==> config.mk <==
export PLATFORM = sky130hd
export DESIGN_NAME = mat_mac_seq_flat
export DESIGN_NICKNAME = d
export VERILOG_FILES = /design/src/rtl/mat_mac_seq_if.sv /design/src/rtl/mat_mac_seq.sv /design/src/flat_wrapper.sv
export SDC_FILE = /design/constraint.sdc
export NUM_CORES = 1
export LEC_CHECK = 0
export ABC_AREA = 1
export BUFFER_PORTS_ARGS = -buffer_cell sky130_fd_sc_hd__buf_4
export CAP_MARGIN = 20
export CORE_MARGIN = 3
export CORE_UTILIZATION = 39
export DETAILED_ROUTE_END_ITERATION = 7
export PLACE_DENSITY = 0.78
export SKIP_LAST_GASP = 1
export SLEW_MARGIN = 15
export SYNTH_ARGS = -nofsm -noshare
export SYNTH_HDL_FRONTEND = slang
export SYNTH_SLANG_ARGS = --single-unit
==> constraint.sdc <==
create_clock -name clk -period 1.2 [get_ports clk]
set_input_delay 0.18 -clock clk [delete_from_list [all_inputs] [get_ports clk]]
set_output_delay 0.18 -clock clk [all_outputs]
set_load 0.01 [all_outputs]
==> src/rtl/mat_mac_seq_if.sv <==
// rtl/mat_mac_seq_if.sv - result element stream between the sequencer and the result sink
//
// Ports (interface signals):
//   c_data  [9:0]  element value (accumulator sum)
//   c_row   [1:0]  row index i of the element
//   c_col   [1:0]  column index j of the element
//   c_valid        element available
//   c_ready        sink accepts the element
// Modports: master = sequencer side, slave = sink side.
interface mat_mac_seq_if;
    logic [9:0] c_data;
    logic [1:0] c_row;
    logic [1:0] c_col;
    logic       c_valid;
    logic       c_ready;

    modport master (output c_data, c_row, c_col, c_valid, input c_ready);
    modport slave  (input c_data, c_row, c_col, c_valid, output c_ready);
endinterface

==> src/rtl/mat_mac_seq.sv <==
// rtl/mat_mac_seq.sv - sequencer driving one shared MAC to compute C = A*B for N x N matrices
//
// Ports:
//   clk, rst_n          clock, synchronous active-low reset
//   start               request a product (sampled only in IDLE)
//   busy, done          status; done pulses once after the last element is accepted
//   a_addr, b_addr      row-major operand addresses i*N+k and k*N+j
//   a_data, b_data      combinational operand read data
//   mac_w, mac_x        MAC operands (pass-through of a_data / b_data)
//   mac_clear, mac_load MAC controls, never both high
//   mac_o               MAC accumulator output
//   c_if                result element stream (master side)
module mat_mac_seq #(
    parameter int N = 2
) (
    input  logic                 clk,
    input  logic                 rst_n,
    input  logic                 start,
    output logic                 busy,
    output logic                 done,
    output logic [3:0]           a_addr,
    output logic [3:0]           b_addr,
    input  logic [3:0]           a_data,
    input  logic [3:0]           b_data,
    output logic [3:0]           mac_w,
    output logic [3:0]           mac_x,
    output logic                 mac_clear,
    output logic                 mac_load,
    input  logic [9:0]           mac_o,
    mat_mac_seq_if.master        c_if
);

    typedef enum logic [2:0] {
        IDLE  = 3'd0,
        CLEAR = 3'd1,
        ACC   = 3'd2,
        OUT   = 3'd3,
        DONE  = 3'd4
    } state_t;

    localparam logic [1:0] LAST = 2'(N - 1);

    state_t     state_q, state_d;
    logic [1:0] i_q, i_d;
    logic [1:0] j_q, j_d;
    logic [1:0] k_q, k_d;
    logic       busy_q, busy_d;
    logic       done_q, done_d;
    logic       clear_q, clear_d;
    logic       load_q, load_d;
    logic       valid_q, valid_d;

    always_comb begin
        state_d = state_q;
        i_d     = i_q;
        j_d     = j_q;
        k_d     = k_q;
        case (state_q)
            IDLE: begin
                if (start) begin
                    state_d = CLEAR;
                    i_d     = 2'd0;
                    j_d     = 2'd0;
                    k_d     = 2'd0;
                end
            end
            CLEAR: state_d = ACC;
            ACC: begin
                if (k_q == LAST) begin
                    k_d     = 2'd0;
                    state_d = OUT;
                end else begin
                    k_d = k_q + 2'd1;
                end
            end
            OUT: begin
                if (c_if.c_ready) begin
                    if (i_q == LAST && j_q == LAST) begin
                        // Park counters at zero so IDLE addresses read 0.
                        state_d = DONE;
                        i_d     = 2'd0;
                        j_d     = 2'd0;
                    end else begin
                        state_d = CLEAR;
                        if (j_q == LAST) begin
                            j_d = 2'd0;
                            i_d = i_q + 2'd1;
                        end else begin
                            j_d = j_q + 2'd1;
                        end
                    end
                end
            end
            DONE:    state_d = IDLE;
            default: state_d = IDLE;
        endcase

        // Outputs are registered: decode them from the next state.
        busy_d  = (state_d != IDLE);
        done_d  = (state_d == DONE);
        clear_d = (state_d == CLEAR);
        load_d  = (state_d == ACC);
        valid_d = (state_d == OUT);
    end

    always_ff @(posedge clk) begin
        if (!rst_n) begin
            state_q <= IDLE;
            i_q     <= 2'd0;
            j_q     <= 2'd0;
            k_q     <= 2'd0;
            busy_q  <= 1'b0;
            done_q  <= 1'b0;
            clear_q <= 1'b0;
            load_q  <= 1'b0;
            valid_q <= 1'b0;
        end else begin
            state_q <= state_d;
            i_q     <= i_d;
            j_q     <= j_d;
            k_q     <= k_d;
            busy_q  <= busy_d;
            done_q  <= done_d;
            clear_q <= clear_d;
            load_q  <= load_d;
            valid_q <= valid_d;
        end
    end

    assign busy      = busy_q;
    assign done      = done_q;
    assign mac_clear = clear_q;
    assign mac_load  = load_q;

    assign a_addr = 4'(i_q) * 4'(N) + 4'(k_q);
    assign b_addr = 4'(k_q) * 4'(N) + 4'(j_q);
    assign mac_w  = a_data;
    assign mac_x  = b_data;

    // The MAC has no reset, so mac_o is gated to keep c_data at 0 outside OUT.
    assign c_if.c_valid = valid_q;
    assign c_if.c_data  = valid_q ? mac_o : 10'd0;
    assign c_if.c_row   = i_q;
    assign c_if.c_col   = j_q;

endmodule

==> src/flat_wrapper.sv <==
// flat-port wrapper written by rule: the top's interface ports become plain ports
module mat_mac_seq_flat 
#(
    parameter int N = 2
)
  (clk, rst_n, start, busy, done, a_addr, b_addr, a_data, b_data, mac_w, mac_x, mac_clear, mac_load, mac_o, c_if_c_data, c_if_c_row, c_if_c_col, c_if_c_valid, c_if_c_ready);
  mat_mac_seq_if c_if_i ();
  input  logic clk;
  input  logic rst_n;
  input  logic start;
  output logic busy;
  output logic done;
  output logic [3:0] a_addr;
  output logic [3:0] b_addr;
  input  logic [3:0] a_data;
  input  logic [3:0] b_data;
  output logic [3:0] mac_w;
  output logic [3:0] mac_x;
  output logic mac_clear;
  output logic mac_load;
  input  logic [9:0] mac_o;
  output wire logic [$bits(c_if_i.c_data)-1:0] c_if_c_data;
  output wire logic [$bits(c_if_i.c_row)-1:0] c_if_c_row;
  output wire logic [$bits(c_if_i.c_col)-1:0] c_if_c_col;
  output wire logic [$bits(c_if_i.c_valid)-1:0] c_if_c_valid;
  input wire logic [$bits(c_if_i.c_ready)-1:0] c_if_c_ready;
  assign c_if_c_data = c_if_i.c_data;
  assign c_if_c_row = c_if_i.c_row;
  assign c_if_c_col = c_if_i.c_col;
  assign c_if_c_valid = c_if_i.c_valid;
  assign c_if_i.c_ready = c_if_c_ready;
  mat_mac_seq #(.N(N)) u_core (.clk(clk), .rst_n(rst_n), .start(start), .busy(busy), .done(done), .a_addr(a_addr), .b_addr(b_addr), .a_data(a_data), .b_data(b_data), .mac_w(mac_w), .mac_x(mac_x), .mac_clear(mac_clear), .mac_load(mac_load), .mac_o(mac_o), .c_if(c_if_i));
endmodule
==> results of run 1 <==
per-stage QoR:
step / setup TNS, ns / power, mW / worst slack (ns)
floorplan: 0 / 0.7322 / 0.09805
global placement: 0 / 0.8264 / 0.07414
detailed placement: 0 / 0.8357 / 0.03559
CTS: -0.5416 / 1.191 / -0.1199
global route: -1.415 / 1.306 / -0.2058
finish: -0.8081 / 1.252 / -0.1363
layer usage:
layer	routed length [um]	part of all wire, %
met1	939	39
met2	1315	54
met3	136	5.6
met4	29	1.2
met5	0	0
power by group:
group          switching [mW]  total, mW  internal [mW]
clock                   0.168      0.352          0.185
combinational           0.188      0.364          0.177
sequential             0.0366      0.536          0.499
final cells by class:
cell class / count / area, sq um / share of cell area, %
Clock buffer: 4 / 36.28 / 2.860
Inverter: 22 / 82.58 / 6.509
Multi-Input combinational cell: 66 / 434.2 / 34.22
Sequential cell: 14 / 294.0 / 23.18
Tap cell: 25 / 31.28 / 2.465
Timing Repair Buffer: 49 / 390.4 / 30.77
path summary, 6_finish.rpt:
check                                          start  depth (start not counted)                   end  slack [ns]
worst max-delay path                   u_core.k_q[0]                          3             b_addr[2]       -0.14
worst min-delay path                           rst_n                          3         u_core.k_q[1]        0.17
worst max register to register  u_core.c_if.c_row[0]                          9           u_core.busy       -0.12
worst min register to register  u_core.c_if.c_row[1]                          2  u_core.c_if.c_row[1]        0.56
flip-flops by register name (all words and copies together), names as in the netlist:
name	flops
u_core.busy	1
u_core.c_if.c_col	2
u_core.c_if.c_row	2
u_core.c_if.c_valid	1
u_core.done	1
u_core.k_q	2
u_core.mac_clear	1
u_core.mac_load	1
u_core.state_q	3
cell usage in the layout, fill, tap and decap left out:
| master | instances |
|---|---|
| a21oi_1 | 4 |
| a21oi_2 | 1 |
| buf_4 | 43 |
| buf_6 | 6 |
| clkbuf_4 | 3 |
| clkbuf_8 | 1 |
| dfxtp_1 | 7 |
| dfxtp_2 | 5 |
| dfxtp_4 | 2 |
| ha_4 | 4 |
| inv_1 | 19 |
| inv_2 | 3 |
| nand2_1 | 20 |
| nand2_2 | 5 |
| nand2_4 | 1 |
| nand3_1 | 6 |
| nand3_2 | 1 |
| nand3_4 | 1 |
| nand3b_1 | 1 |
| nor2_1 | 11 |
| nor2_2 | 3 |
| nor2_4 | 2 |
| nor3_1 | 2 |
| nor3_2 | 2 |
| o21ai_0 | 1 |
| o21ai_1 | 1 |
timing repair:
item,in CTS,in global routing
setup buffers,5,3
pin swaps,4,7
endpoints found under the setup margin,16,17
hold buffers,0,0
hold endpoints to repair,0,0
gates resized for setup,15,17
worst min-delay path, stage by stage:
cell and delay (ns):
buf_4 0.13, nand2_1 0.06, a21oi_1 0.04
cell families (layout without fill, tap and decap cells):
family,count (synthesis),after routing
flip-flops,14,14
adder cells (fa/ha/maj),4,4
buffers and inverters,33,75
AO/OA/AOI/OAI,7,7
AND/OR/NAND/NOR,55,55
==> impl_metrics.toml, run 1 <==
[grt]
top_usage_layer = "met2"
grt_max_degree = 12
met1_usage_pct = 19.43
grt_util_met3_pct = 2.915
antenna_found_initial = 0
grt_util_all_layers_pct = 17.74
grt_pass1_wl_um = 3553
grt_pass1_vias = 784
grt_overflow = 0
met2_usage_pct = 33.48

[critical_path]
cp.required_ns = 1.02
crit_arrival_ns = 1.16
cp_max_fo = 2
path_cells = "ha_4, ha_4, buf_6"
criticalPathCategory = "reg -> out"
cp-start-kind = "flip-flop"
cp_slowest_stage_delay_ns = 0.35
cp-end-kind = "output pin"
critical_path.top_delay_family = "adder cells"
path_buf_inv = 1
slowest_stage = "dfxtp_2"
cpMostUsedCell = "ha_4"

[detailed_routing]
wl_per_cell_um = 13.45
vias = 849
routed_wl_um = 2421
antenna_left = 0
drt_iter0_markers = 17
drc = 0
drt_pass1_iterations = 4
vias_per_cell = 4.717

[timing]
rsz0062_at_grt = "true"
fin_skew_ns = 0.003282
tightest_slew_ns = 0.2481
finalSetupViolCount = 9
hold_viol = 0
fmax_ghz = 0.7483
timing.final.crit_share_pct = 111.4
min_period_ns = 1.336
slew_viol_final = 0
max_slew_margin_pct = 83.44
hold_ws_ns = 0.1658
finalWorstSetupSlack_ns = -0.1363

[yosys]
synthesis.area_sq_um = 788.3
syn_area_per_cell_sq_um = 6.976
yosys-top-cells-area = "dfxtp_1 36%, nand2_1 10%, inv_1 10%, buf_4 9.5%, ha_1 6.3%"
yosysSeqAreaShare_pct = 35.56
synth-compound-area-share_pct = 4.921
synth_edf_count = 0
synth_top_area_share_pct = 35.56
synth.distinct_cells = 20
yosysWarningCount = 0
postSynth.asyncResetShare_pct = 0
yosys-top-cells-count = "22 x nand2_1, 21 x inv_1, 14 x dfxtp_1"
synthCells = 113
synth_top_family_by_area = "simple AND/OR/NAND/NOR gates"
synth-simple-area-share_pct = 32.70
synth_fa_ha_area_share_pct = 6.349
yosys.cell_count.top_type = "nand2_1"
synth_xor_area_share_pct = 0
ys.flop_type = "dfxtp_1"
synth_fp_nets = 139
ys_ff_latch = 14
synth_top_area_cell = "dfxtp_1"
synth_mux_area_share_pct = 0

[cts]
cts-root-buf = "clkbuf_4"
clock-sinks = 14
cts.htree.levels = 1
clock_latency_ns = 0.29
cts_tree = "done"
clk_path_buf_depth = 2
clk_pin_slew_ns = 0.09
numCtsBuffers = 3

[die]
num_rows = 15
ios = 57
design.die.area_sq_mm = 0.002596
core_sq_mm = 0.001821
die_w_um = 50.96
initial_core_util_pct = 43.30
fp.dieH_um = 50.96

[placement]
placed_cell_area_sq_mm = 0.001049
gp_congestion = 0.8290
io_buffers = 40
dpl.hpwl_um = 1569
dp.cells = 168

[flow_run]
max-cap-violations = 0

[power_and_ir_drop]
powerDensity_mw_per_mm2 = 987.2
ir_drop_uv = 929.3
leakage_nw = 0.6807

[outcome]
status = "finished with violations"
violations = "negative setup slack"

[cells_and_area]
final_util_pct = 69.69
nNetsFinal = 182
area_growth_pct = 60.95
antennaDiodeCount = 0
post-route-cell-area_sq_mm = 0.001269
drive_gt1_share_pct = 53.55
final_cells = 180
nFillCells = 130

[hold_path]
hp-class = "in -> reg"
No activity file was read; power rests on OpenSTA's default activity.
==> inputs of run 2 (changes only) <==
CELL_PAD_IN_SITES_DETAIL_PLACEMENT = 1   (was not set)
CELL_PAD_IN_SITES_GLOBAL_PLACEMENT = 1   (was not set)
CORE_ASPECT_RATIO = 1.75   (was not set)
CORE_UTILIZATION = 25   (was 39)
PLACE_DENSITY = 0.77   (was 0.78)
==> impl_metrics.toml, run 2 (synthesized netlist as in run 1, its figures left out) <==
[outcome]
status = "finished with violations"
violations = "negative setup slack"

[power_and_ir_drop]
powerDensity_mw_per_mm2 = 1008
leakage_nw = 0.6540
ir_drop_uv = 707.2
finalPower_mw = 1.244

[cells_and_area]
area_growth_pct = 56.51
nNetsFinal = 178
drive_gt1_share_pct = 50.00
final_cells = 192
mostFrequentLayoutCell = "buf_4"
antennaDiodeCount = 0
regMostFlops = "u_core.state_q"
largest_register_ffs = 3
final_cell_mix = "41 x buf_4, 21 x inv_1, 20 x nand2_1"
final_util_pct = 41.67

[detailed_routing]
vias_per_cell = 4.375
vias = 840
drt_pass1_iterations = 4
routed_wl_um = 2420
antenna_left = 0
wl_per_cell_um = 12.60
drc = 0
drt_iter0_markers = 5

[grt]
grt_max_degree = 12
grt_overflow = 0
grt_util_all_layers_pct = 13.00
grt_pass1_vias = 886
antenna_found_initial = 0
grt_pass1_wl_um = 3933

[cts]
cts-root-buf = "clkbuf_8"
clock_latency_ns = 0.24
cts.htree.levels = 1
clock-sinks = 14
clk_path_buf_depth = 2
ctsHoldBuffers = 0
numCtsBuffers = 3
cts_tree = "done"
clk_pin_slew_ns = 0.05

[critical_path]
cp_slowest_stage_delay_ns = 0.34
path_depth = 3
path_cells = "ha_4, ha_4, buf_6"
path_buf_inv = 1
slowest_stage = "dfxtp_2"
cpMostUsedCell = "ha_4"
cp-end-kind = "output pin"
critical_path.top_delay_family = "adder cells"
rr_worst_depth = 7
cp_max_fo = 2
cp.required_ns = 1.02
criticalPathCategory = "reg -> out"
cp-start-kind = "flip-flop"
crit_arrival_ns = 1.09

[hold_path]
hp-class = "in -> reg"
holdPathStages = 3

[timing]
max_slew_margin_pct = 84.09
tightest_slew_ns = 0.2383
slew_viol_final = 0
min_period_ns = 1.272
fin_skew_ns = 0.001057
hold_viol = 0
rsz0062_at_grt = "true"
timing.final.crit_share_pct = 106.0
finalSetupViolCount = 4
fmax_ghz = 0.7862
finalWorstSetupSlack_ns = -0.07191

[die]
ios = 57
design.die.area_sq_mm = 0.003889
fp.dieH_um = 80.28
die_w_um = 48.45
initial_core_util_pct = 26.63
core_sq_mm = 0.002960
num_rows = 26

[flow_run]
max-cap-violations = 0

[placement]
dpl.hpwl_um = 1977
dp_slack_ns = 0.02142
gp_congestion = 0.8602
io_buffers = 40
dp.cells = 186
run 2: report_power, final:
part           switching [mW]  total (mW)  internal [mW]
clock network           0.153       0.375          0.222
registers              0.0340       0.536          0.502
logic                   0.176       0.333          0.157
run 2: metal layers:
metal  up-vias  wire length [um]  global-route usage (%)
li1        408                 -                       -
met1       382               753                   11.12
met2        43              1404                   27.21
met3         7               200                   3.154
met4         0                61                   5.983
met5         -                 0                       0
run 2: worst paths after layout:
kind,slack [ns],to,startpoint
max,-0.07,a_addr[2],u_core.c_if.c_row[0]
min,0.20,u_core.k_q[1],rst_n
max reg2reg,0,u_core.busy,u_core.c_if.c_col[1]
min reg2reg,0.53,u_core.c_if.c_row[1],u_core.c_if.c_row[1]
run 2: worst reg2reg max path: cells and delay by family, from the launching register on:
kind                   cells  cell delay (ns)
flip-flops                 1             0.33
AND/OR/NAND/NOR            4             0.48
AO/OA/AOI/OAI              1             0.07
buffers and inverters      2             0.21
run 2: area by class of cell:
type,count,area [sq um]
Fill cell,387,1727
Tap cell,42,52.55
Multi-Input combinational cell,66,415.4
Inverter,22,82.58
Timing Repair Buffer,45,352.8
Sequential cell,14,289.0
Clock buffer,3,41.29
run 2: metrics by stage:
step	hold slack, ns	setup TNS [ns]	cell area [sq um]
finish	0.2034	-0.1324	1234
global route	0.2298	-0.5977	1234
CTS	0.1993	-0.2171	1214
detailed placement	0.3601	0	1077
global placement	0.3601	0	1077
floorplan	0.3036	0	788.3
run 2: timing repair:
action                                  4_1_cts  5_1_grt
endpoints found under the setup margin       15       14
hold endpoints to repair                      0        0
pin swaps                                     2        3
gates resized for setup                      15        8
cloned                                        0        0
setup buffers                                 3        0
==> inputs of run 3 (changes only) <==
PLACE_DENSITY = 0.75   (was 0.77)
==> impl_metrics.toml, run 3 (synthesized netlist as in run 1, its figures left out) <==
[outcome]
status = "finished with violations"
violations = "negative setup slack"

[cts]
cts-root-buf = "clkbuf_8"
cts_tree = "done"
clk_path_buf_depth = 2
ctsHoldBuffers = 0
numCtsBuffers = 3
cts.htree.levels = 1
clock-sinks = 14
clock_latency_ns = 0.26
clk_pin_slew_ns = 0.06

[critical_path]
cp-end-kind = "output pin"
cp_max_fo = 2
criticalPathCategory = "reg -> out"
cp-start-kind = "flip-flop"
crit_arrival_ns = 1.10
cp.required_ns = 1.02

[cells_and_area]
largest_register_ffs = 3
final_cells = 196
nFillCells = 366
nNetsFinal = 181
area_growth_pct = 65.24
antennaDiodeCount = 0
drive_gt1_share_pct = 53.90
mostFrequentLayoutCell = "buf_4"
multiInputGateArea_sq_um = 440.4
post-route-cell-area_sq_mm = 0.001303
final_cell_mix = "44 x buf_4, 21 x inv_1, 19 x nand2_1"
seq_area_sq_um = 296.5
regMostFlops = "u_core.state_q"

[timing]
tns_ns = -0.1655
finalSetupViolCount = 3
timing.final.crit_share_pct = 106.8
fmax_ghz = 0.7800
slew_viol_final = 0
max_slew_margin_pct = 83.81
fin_skew_ns = 0.009473
rsz0062_at_grt = "true"
hold_viol = 0
finalWorstSetupSlack_ns = -0.08201
min_period_ns = 1.282
tightest_slew_ns = 0.2420

[grt]
grt_max_degree = 12
met2_usage_pct = 25.83
grt_pass1_wl_um = 4043
met1_usage_pct = 11.69
grt_util_met3_pct = 5.009
top_usage_layer = "met2"
grt_overflow = 0
grt_util_all_layers_pct = 13.42
grt_pass1_vias = 877
antenna_found_initial = 0

[die]
num_rows = 26
initial_core_util_pct = 26.63
fp.dieH_um = 80.28
design.die.area_sq_mm = 0.003889
core_sq_mm = 0.002960
ios = 57
die_w_um = 48.45

[placement]
placed_cell_area_sq_mm = 0.001085
dp.cells = 187
dpl.hpwl_um = 1904
io_buffers = 40
gp_congestion = 0.7821
dp_slack_ns = 0.03421

[detailed_routing]
vias = 853
antenna_left = 0
drt_pass1_iterations = 4
drt_iter0_markers = 12
vias_per_cell = 4.352
wl_per_cell_um = 12.88
drc = 0
routed_wl_um = 2524

[power_and_ir_drop]
powerDensity_mw_per_mm2 = 1058
ir_drop_uv = 741.1
finalPower_mw = 1.379
leakage_nw = 0.6827

[flow_run]
max-cap-violations = 0

[hold_path]
hp-class = "in -> reg"
run 3: worst paths after layout:
path                         from                    to  slack, ns  cells past startpoint
max          u_core.c_if.c_col[1]             b_addr[2]      -0.08                      3
min                         rst_n         u_core.k_q[1]       0.19                      3
max reg2reg  u_core.c_if.c_row[0]     u_core.state_q[0]       0.01                      8
min reg2reg  u_core.c_if.c_row[1]  u_core.c_if.c_row[1]       0.52                      2
run 3: critical path, cell delays in order, from the launching register on:
cell	delay [ns]
dfxtp_2	0.34
ha_4	0.17
ha_4	0.26
buf_6	0.09
run 3: per-stage QoR:
step                hold WS [ns]  utilization (%)
detailed placement        0.3601            36.64
finish                    0.1876            44.00
global route              0.2134            44.00
global placement          0.3601            36.64
CTS                       0.1946            42.39
floorplan                 0.3036                -
run 3: power by group:
part	internal [mW]	total, mW	switching [mW]
Combinational	0.178	0.374	0.196
Clock	0.291	0.472	0.181
Sequential	0.500	0.532	0.0328
run 3: final cells by class:
| cell class | instances | share of cell area, % |
|---|---|---|
| clock buffer | 4 | 4.227 |
| inverter | 22 | 6.340 |
| multi-input combinational | 66 | 33.81 |
| sequential | 14 | 22.77 |
| tap | 42 | 4.035 |
| timing repair buffer | 48 | 28.82 |
run 3: repair_timing:
item                                    4_1_cts  5_1_grt
setup buffers                                 4        1
pin swaps                                     5        5
endpoints found under the setup margin       20       17
resized for setup                            19       13
run 3: per-layer routing:
layer,wire length (um),share of wire (%)
met1,828,33
met2,1389,55
met3,212,8.4
met4,94,3.7
met5,0,0
